===== config.mk =====
export PLATFORM = sky130hd
export DESIGN_NAME = pwm_channel_bank
export DESIGN_NICKNAME = d
export VERILOG_FILES = /design/src/rtl/pwm_pkg.sv /design/src/rtl/pwm_channel_bank_compare.sv /design/src/rtl/pwm_channel_bank.sv
export SDC_FILE = /design/constraint.sdc
export NUM_CORES = 1
export LEC_CHECK = 0
export CAP_MARGIN = 20
export CORE_ASPECT_RATIO = 1.1
export CORE_MARGIN = 2
export CORE_UTILIZATION = 50
export DETAILED_ROUTE_END_ITERATION = 16
export PLACE_DENSITY = 0.75
export SLEW_MARGIN = 15
export SYNTH_ARGS = -nofsm -noshare
export SYNTH_HDL_FRONTEND = slang
export SYNTH_HIERARCHICAL = 1
export SYNTH_SLANG_ARGS = --single-unit

===== constraint.sdc =====
create_clock -name clk -period 3.7 [get_ports clk]
set_input_delay 0.555 -clock clk [delete_from_list [all_inputs] [get_ports clk]]
set_output_delay 0.555 -clock clk [all_outputs]
set_load 0.02 [all_outputs]

===== src/rtl/pwm_pkg.sv =====
// Shared types for the multi-channel PWM bank: operating modes and FSM states.
package pwm_pkg;

    // Operating mode as presented on the mode input; encoding 3 falls back to OFF.
    typedef enum logic [1:0] {
        OFF   = 2'd0,
        CONT  = 2'd1,
        BURST = 2'd2
    } mode_t;

    // Top-level controller states.
    typedef enum logic {
        IDLE = 1'b0,
        RUN  = 1'b1
    } state_t;

endpackage


===== src/rtl/pwm_channel_bank_compare.sv =====
// One PWM channel: shadowed duty (and phase when PWM_PHASE_EN is defined),
// effective-count arithmetic and the registered output bit.
module pwm_compare
    import pwm_pkg::*;
#(
    parameter int N = 8
) (
    input  logic         clk,
    input  logic         rst,
    input  logic         load,
    input  logic         active,
    input  logic [N-1:0] cnt,
    input  logic [N-1:0] duty,
`ifdef PWM_PHASE_EN
    input  logic [N-1:0] period_s,
    input  logic [N-1:0] phase,
`endif
    output logic         out
);

    logic [N-1:0] duty_s_reg;
    logic [N-1:0] eff_cnt;
    logic         out_reg;
    logic         out_next;

`ifdef PWM_PHASE_EN
    logic [N-1:0] phase_s_reg;
    logic [N-1:0] ph;

    // Rotate the shared count by this channel's phase; out-of-range phase acts as zero.
    // cnt < ph < period_s here, so the wrapped sum stays inside 0..period_s-1.
    always_comb begin
        ph      = (phase_s_reg >= period_s) ? '0 : phase_s_reg;
        eff_cnt = (cnt >= ph) ? (cnt - ph) : (cnt + period_s - ph);
    end

    // Phase shadow is refreshed together with duty so a period always uses one consistent set.
    always_ff @(posedge clk or posedge rst) begin
        if (rst) begin
            phase_s_reg <= '0;
        end else if (load) begin
            phase_s_reg <= phase;
        end
    end
`else
    assign eff_cnt = cnt;
`endif

    // Output is high while the effective count is below the shadowed duty.
    assign out_next = active && (eff_cnt < duty_s_reg);

    // Shadow duty and registered output; inactive cycles force the output low.
    always_ff @(posedge clk or posedge rst) begin
        if (rst) begin
            duty_s_reg <= '0;
            out_reg    <= 1'b0;
        end else begin
            if (load) begin
                duty_s_reg <= duty;
            end
            out_reg <= out_next;
        end
    end

    assign out = out_reg;

endmodule


===== src/rtl/pwm_channel_bank.sv =====
// Multi-channel PWM bank: one shared period counter, M compare channels,
// continuous or counted-burst operation. Defining PWM_PHASE_EN adds the
// per-channel phase input and phase-shifted compare.
module pwm_channel_bank
    import pwm_pkg::*;
#(
    parameter int N  = 8,
    parameter int M  = 4,
    parameter int BW = 4
) (
    input  logic           clk,
    input  logic           rst,
    input  logic           ena,
    input  logic [1:0]     mode,
    input  logic           start,
    input  logic [N-1:0]   period,
    input  logic [M*N-1:0] duty,
    input  logic [BW-1:0]  burst_count,
`ifdef PWM_PHASE_EN
    input  logic [M*N-1:0] phase,
`endif
    output logic [M-1:0]   out,
    output logic           tick,
    output logic           busy,
    output logic           done
);

    state_t        state_reg,    state_next;
    mode_t         mode_l_reg,   mode_l_next;
    logic [N-1:0]  cnt_reg,      cnt_next;
    logic [N-1:0]  period_s_reg, period_s_next;
    logic [BW-1:0] burst_reg,    burst_next;
    logic          tick_reg,     tick_next;
    logic          done_reg,     done_next;
    logic          load_shadow;
    logic          active;
    logic          wrap;

    // Last count of the period; periods of 0 or 1 wrap every cycle with the counter parked at 0.
    assign wrap = (period_s_reg <= N'(1)) || (cnt_reg == period_s_reg - N'(1));

    // Next-state logic: entry, abort on mode change, burst completion, then wrap/advance.
    always_comb begin
        state_next    = state_reg;
        mode_l_next   = mode_l_reg;
        cnt_next      = cnt_reg;
        period_s_next = period_s_reg;
        burst_next    = burst_reg;
        tick_next     = 1'b0;
        done_next     = 1'b0;
        load_shadow   = 1'b0;
        active        = 1'b0;
        case (state_reg)
            IDLE: begin
                if (ena) begin
                    if (mode == CONT) begin
                        state_next    = RUN;
                        mode_l_next   = CONT;
                        cnt_next      = '0;
                        period_s_next = period;
                        load_shadow   = 1'b1;
                    end else if ((mode == BURST) && start) begin
                        if (burst_count == '0) begin
                            // Empty burst: acknowledge immediately without ever running.
                            done_next = 1'b1;
                        end else begin
                            state_next    = RUN;
                            mode_l_next   = BURST;
                            burst_next    = burst_count;
                            cnt_next      = '0;
                            period_s_next = period;
                            load_shadow   = 1'b1;
                        end
                    end
                end
            end
            RUN: begin
                if (ena) begin
                    if (mode != mode_l_reg) begin
                        // Abort: outputs drop next cycle and no done is reported.
                        state_next = IDLE;
                        cnt_next   = '0;
                    end else begin
                        active    = 1'b1;
                        tick_next = (cnt_reg == '0);
                        if (wrap) begin
                            cnt_next      = '0;
                            period_s_next = period;
                            load_shadow   = 1'b1;
                            if (mode_l_reg == BURST) begin
                                if (burst_reg == BW'(1)) begin
                                    state_next = IDLE;
                                    done_next  = 1'b1;
                                    burst_next = '0;
                                end else begin
                                    burst_next = burst_reg - BW'(1);
                                end
                            end
                        end else begin
                            cnt_next = cnt_reg + N'(1);
                        end
                    end
                end
            end
            default: begin
                state_next = IDLE;
            end
        endcase
    end

    // Controller state, counters, shadow period and strobes.
    always_ff @(posedge clk or posedge rst) begin
        if (rst) begin
            state_reg    <= IDLE;
            mode_l_reg   <= OFF;
            cnt_reg      <= '0;
            period_s_reg <= '0;
            burst_reg    <= '0;
            tick_reg     <= 1'b0;
            done_reg     <= 1'b0;
        end else begin
            state_reg    <= state_next;
            mode_l_reg   <= mode_l_next;
            cnt_reg      <= cnt_next;
            period_s_reg <= period_s_next;
            burst_reg    <= burst_next;
            tick_reg     <= tick_next;
            done_reg     <= done_next;
        end
    end

    genvar gi;
    generate
        for (gi = 0; gi < M; gi++) begin : g_ch
            pwm_compare #(
                .N(N)
            ) u_cmp (
                .clk      (clk),
                .rst      (rst),
                .load     (load_shadow),
                .active   (active),
                .cnt      (cnt_reg),
                .duty     (duty[gi*N +: N]),
`ifdef PWM_PHASE_EN
                .period_s (period_s_reg),
                .phase    (phase[gi*N +: N]),
`endif
                .out      (out[gi])
            );
        end
    endgenerate

    assign tick = tick_reg;
    assign done = done_reg;
    assign busy = (state_reg == RUN);

endmodule


Yosys cells after proc, flatten, opt, wreduce, memory -nomap -nowiden

Index checks and enable logic that the tools add are counted.

Magnitude comparators: 5
Bitwise logic cells: 1
Mux-type cells: 59
Equality and inequality tests: 17
Reduce and logical (&&, ||, !) cells: 13
Add/subtract/negate cells: 3

Operators by type and width:

| operator            | number |
|---|---|
| $mux 8              | 14 |
| $mux 4              | 9 |
| $lt 8x8->1          | 4 |
| $pmux 8 s2          | 2 |
| $mux 1              | 27 |
| $ne 2x2->1 const B  | 7 |
| $add 8x1->8 const B | 1 |
| $eq 8x8->1          | 1 |
| $le 8x1->1 const B  | 1 |
| $logic_not 8->1     | 1 |
| $pmux 4 s2          | 1 |
| $reduce_and 4->1    | 2 |
| $reduce_and 8->1    | 1 |
| $sub 8x1->8 const B | 1 |
| $mux 2              | 3 |
| $ne 3x3->1 const B  | 2 |
| $pmux 1 s2          | 3 |
| $reduce_and 6->1    | 1 |
| $logic_and 1x1->1   | 5 |
| $eq 2x2->1 const B  | 2 |
| $eq 4x1->1 const B  | 1 |
| $logic_not 4->1     | 1 |
| $ne 2x1->1 const B  | 2 |
| $sub 4x1->4 const B | 1 |
| other kinds (5)     | 5 |

Bits of input ports: 50
Bits in registers: 61
Logic and storage cells: 113

Longest topological paths before layout

Depth in word-level cells: 7
Depth in mapped cells: 11

By module

Netlist, hierarchy kept.

By module, submodules not included:

| module           | seq. area each (µm²) | cells each | times used | area each (µm²) |
|---|---|---|---|---|
| pwm_compare      | 225.2                | 52         | 4          | 493.0 |
| pwm_channel_bank | 625.6                | 180        | 1          | 1727.9 |

Worst setup path before layout

No wires, ideal clock.

Kind: reg2reg
From: reg period_s_reg[0]
To: reg g_ch[0].u_cmp.duty_s_reg[0]
Path buffers: 0
Slack: 0.838 ns
Required time: 3.575 ns
Arrival: 2.737 ns
Cell stages (with the launch flop): 10
Cell sequence: dfrtp_1 > inv_1 > ha_1 > or4_1 > nor3_1 > a221oi_1 > o211ai_2 > a31oi_4 > inv_1 > mux2_2

Word-level cells in the longest chain between the ends: 7
Elaborated cells between the ends (all ways): 8
Those cells by class: add/sub (1); order compare (1); eq/ne (1); mux (4); reduce/logical (1)

Ends and longest elaborated chain:

| item                     | line                           | RTL |
|---|---|---|
| start: declaration       | pwm_channel_bank.sv:31         | `logic [N-1:0] period_s_reg, period_s_next;` |
| start signal: assignment | pwm_channel_bank.sv:125        | `period_s_reg <= period_s_next;` |
| $sub 8x1->8              | pwm_channel_bank.sv:40         | `assign wrap = (period_s_reg <= N'(1)) \|\| (cnt_reg == period_s_reg - N'(1));` |
| $eq 8x8->1               | pwm_channel_bank.sv:40         |  |
| $logic_or 1x1->1 *       | pwm_channel_bank.sv:40         |  |
| $mux 1 *                 | pwm_channel_bank.sv:86         | `if (wrap) begin` |
| $mux 1 *                 | pwm_channel_bank.sv:79         | `if (mode != mode_l_reg) begin` |
| $mux 1 *                 | pwm_channel_bank.sv:78         | `if (ena) begin` |
| $pmux 1 s2 *             | pwm_channel_bank.sv:53         | `case (state_reg)` |
| named net load_shadow    | pwm_channel_bank.sv:35         | `logic load_shadow;` |
| end signal: assignment   | pwm_channel_bank_compare.sv:59 | `duty_s_reg <= duty;` |
| end: declaration         | pwm_channel_bank_compare.sv:21 | `logic [N-1:0] duty_s_reg;` |

The timed path passes the listed nets; every way through them passes the cells marked *.
A chain may end at the register's enable or synchronous reset.

Worst setup path in the final report

From: reg period_s_reg[0]
To: reg g_ch[1].u_cmp.duty_s_reg[0]

Word-level cells in the longest chain between the ends: 7
Elaborated cells between the ends (all ways): 8
Those cells by class: add/sub (1); order compare (1); eq/ne (1); mux (4); reduce/logical (1)

Ends and longest elaborated chain:

| item                   | line |
|---|---|
| $sub 8x1->8            | pwm_channel_bank.sv:40 |
| $eq 8x8->1             | pwm_channel_bank.sv:40 |
| $logic_or 1x1->1 *     | pwm_channel_bank.sv:40 |
| $mux 1 *               | pwm_channel_bank.sv:86 |
| $mux 1 *               | pwm_channel_bank.sv:79 |
| $mux 1 *               | pwm_channel_bank.sv:78 |
| $pmux 1 s2 *           | pwm_channel_bank.sv:53 |
| named net load_shadow  | pwm_channel_bank.sv:35 |
| end signal: assignment | pwm_channel_bank_compare.sv:59 |
| end: declaration       | pwm_channel_bank_compare.sv:21 |

Marks and branches as above.

==> results.sh <==
export IMPL_first_pass_grt_wire_length_mm=13.6
export IMPL_fin_worst_skew_ns=0.00924
export IMPL_detailedPlace_worstSlack_ns=0.647
export IMPL_vias=3011
export IMPL_timing_rr_end="g_ch[1].u_cmp/duty_s_reg[0]"
export IMPL_holdCritStartpoint="g_ch[3].u_cmp/duty_s_reg[0]"
export IMPL_worst_hold_endpoint="g_ch[3].u_cmp/duty_s_reg[0]"
export IMPL_worst_ir_drop_vdd_mv=0.396
export IMPL_start_kind="flip-flop"
export IMPL_run_status="finished, final reports clean"
export IMPL_timing_critical_path_required_ns=3.93
export IMPL_initialDrtViolationCount=111
export IMPL_worst_path_max_fanout=15
export IMPL_setup_worst_path_class="flip-flop to flip-flop"
export IMPL_n_fill_cell=623
export IMPL_ys_ff_latch=61
export IMPL_grt_util_met3_pct=6.15
export IMPL_clk_pin_slew_ns=0.07
export IMPL_synthesis_area_sq_mm=0.00370
export IMPL_drtPass1Iterations=4
export IMPL_ctsHoldBuffers=0
export IMPL_final_min_period_over_clock_period_pct=83.0
export IMPL_remaining_drc_errors=0
export IMPL_vias_per_cell=5.53
export IMPL_cts_repair_resize_count=0
export IMPL_synth_top_cells_by_area="dfrtp_1 (41%), ha_1 (11%), o21ai_0 (5.5%)"
export IMPL_use_met2_pct=35.4
export IMPL_floorplan_rows=32
export IMPL_cts_htree_levels=3
export IMPL_antenna_cells=0
export IMPL_sinks_on_the_clock_net=61
export IMPL_r2r_slack_ns=0.63
export IMPL_path_class_of_the_lowest_slack_min_delay_path="flip-flop to flip-flop"
export IMPL_rsz0062_at_grt="no"
export IMPL_synthCells=388
export IMPL_clock_tree_buffer_depth=2
export IMPL_number_of_flip_flops_in_the_largest_register=32
export IMPL_starting_utilization_of_the_core_area_pct=52.2
export IMPL_report_final_setup_viol=0
export IMPL_synth_top_cell_area_share_pct=41.3
export IMPL_actual_slew_at_the_worst_max_slew_pin_ns=0.624
export IMPL_power_total_w=0.00291
export IMPL_synthesis_nets=472
export IMPL_design_die_area_sq_mm=0.00810
export IMPL_hpwl_mm=6.00
export IMPL_num_nets_final=538
export IMPL_r2r_cells=7
export IMPL_clk_latency_worst_skew_pair_ns=0.35
export IMPL_final_cell_area_sq_mm=0.00460
export IMPL_routabilityCongestion=0.813
export IMPL_place_port_buffers=56
export IMPL_syn_area_cell_sq_um=9.54
export IMPL_grt_pass1_vias=2920
export IMPL_grt_antenna_before_repair=0
export IMPL_max_cap_viol_count=0
export IMPL_yosysWarnings=6
export IMPL_use_met1_pct=28.1
export IMPL_routed_wire_length_per_instance_um=15.1
export IMPL_leakagePower_nw=2.12
export IMPL_detailed_route_wire_length_mm=8.24
export IMPL_netlist_top_cell_by_area="dfrtp_1"
export IMPL_tritoncts="yes"
export IMPL_r2r_start="period_s_reg[0]"
export IMPL_route_antenna_remaining_nets=0
export IMPL_dpl_cell_area_sq_mm=0.00438
export IMPL_floorplan_core_area_sq_mm=0.00709
export IMPL_period_minus_slack_ns=3.07
export IMPL_cts_inserted_buffers=9
export IMPL_floorplan_io_pins=57
export IMPL_cp_arrival_ns=3.30
export IMPL_die_h_um=94.2
export IMPL_cts_setup_buffers=0
export IMPL_crit_end_category="flip-flop"
export IMPL_timing_slew_headroom_pct=58.1
export IMPL_fmax_mhz=325
export IMPL_area_growth_syn_to_layout_pct=24.4
export IMPL_synth_edff_count=0
export IMPL_synth_yosys_seq_area_share_pct=41.3
export IMPL_cts_root_buffer_cell="clkbuf_8"
export IMPL_post_route_cells_drive_above_1_share_pct=10.7
export IMPL_maximum_number_of_pins_on_one_net_before_global_route_repair=37
export IMPL_most_used_flip_flop_cell_after_synthesis="dfrtp_1"
export IMPL_setup_total_negative_slack_ns=0
export IMPL_hold_path_depth=1
export IMPL_chipWidth_um=86.0
export IMPL_grt_ovfl_total=0
export IMPL_power_density_cell_area_mw_per_mm2=632
export IMPL_maxSlewViolCount=0
export IMPL_overall_global_routing_resource_usage_pct=21.9
export IMPL_final_report_hold_violation_count=0
export IMPL_setup_ws_ns=0.628
export IMPL_grt_busiest_layer="met2"
export IMPL_synth_distinct_cells=51
export IMPL_ys_async_sr_fraction_pct=100
cells in the mapped netlist (2+ instances only):
cell	number
or4_1	2
mux2_2	13
o22ai_1	2
nor2b_1	13
a31oi_4	2
dfrtp_1	61
or2_2	2
o21ai_1	5
inv_1	44
xnor2_1	5
nand2b_1	2
a21oi_1	9
a221o_1	8
and3_1	7
a211oi_1	9
mux2i_1	4
buf_4	4
nand3_1	10
nand2_1	40
or3_1	4
ha_1	34
nand4_1	4
nor3_1	4
nor3b_1	2
nor2_1	20
o21ai_0	41
clkbuf_1	3
nand3b_1	2
a211oi_2	4
xor2_1	7
area by class of cell:
class / count / area [sq um] / share of cell area [%]
multi-input combinational: 272 / 1950 / 42.4
sequential: 61 / 1530 / 33.2
timing repair buffer: 64 / 641 / 13.9
inverter: 46 / 173 / 3.75
clock buffer: 11 / 131 / 2.85
tap: 85 / 106 / 2.31
clock inverter: 5 / 75.1 / 1.63
where the power goes:
group          switching (W)  internal [W]
clock               0.000267      0.000376
combinational       0.000633      0.000522
sequential          0.000175      0.000935
total                0.00108       0.00183
stage by stage:
| step | utilization (%) | instances | hold slack, ns |
|---|---|---|---|
| after floorplan | - | 388 | 0.383 |
| after global placement | 61.8 | 527 | 0.483 |
| after detailed placement | 61.8 | 527 | 0.489 |
| after CTS | 64.7 | 543 | 0.505 |
| after global routing | 65.0 | 544 | 0.517 |
| final | 65.0 | 544 | 0.504 |
layer usage:
layer / up-vias / wire length, um
met4: 0 / 177
met3: 13 / 424
met1: 1430 / 3650
met5: - / 0
met2: 72 / 3980
li1: 1496 / -
cells by family (layout without fill, tap and decap cells):
group | Yosys count | after routing | share of synthesized area [%]
AOI/OAI and AO/OA | 91 | 91 | 17.3
buffers and inverters | 55 | 126 | 6.02
DFF | 61 | 61 | 41.3
adders and majority gates | 34 | 34 | 11.5
and+or+nand+nor | 118 | 118 | 16.1
muxes | 17 | 17 | 5.04
xor gates and xnor gates | 12 | 12 | 2.84
worst max-delay path by stage:
stage	slack (ns)	start	end	cells past startpoint
detailed placement	0.65	period_s_reg[0]	g_ch[2].u_cmp/duty_s_reg[0]	9
floorplan	0.84	period_s_reg[0]	g_ch[0].u_cmp/duty_s_reg[0]	9
global route	0.43	period_s_reg[0]	g_ch[3].u_cmp/duty_s_reg[3]	11
CTS	0.64	period_s_reg[0]	g_ch[0].u_cmp/duty_s_reg[0]	9
finish	0.63	period_s_reg[0]	g_ch[1].u_cmp/duty_s_reg[0]	7
global placement	0.74	period_s_reg[0]	g_ch[1].u_cmp/duty_s_reg[0]	9
placed cells by master (no fill, tap or decap), drive strengths merged, types with 10 or more instances in the layout:
master         instances
dfrtp                 61
clkdlybuf4s50         56
o21ai                 46
inv                   45
nand2                 40
ha                    34
nor2                  20
nor2b                 13
mux2                  13
a211oi                13
clkbuf                11
nand3                 10
a21oi                 10
critical path, stage by stage, from the launching register on:
cell,delay (ns)
dfrtp_1,0.44
or3_1,0.45
a211oi_1,0.31
o221ai_1,0.25
o31ai_4,0.52
a31oi_4,0.15
inv_1,0.45
mux2_2,0.39
Note: power is estimated with default switching activity, not from simulation.
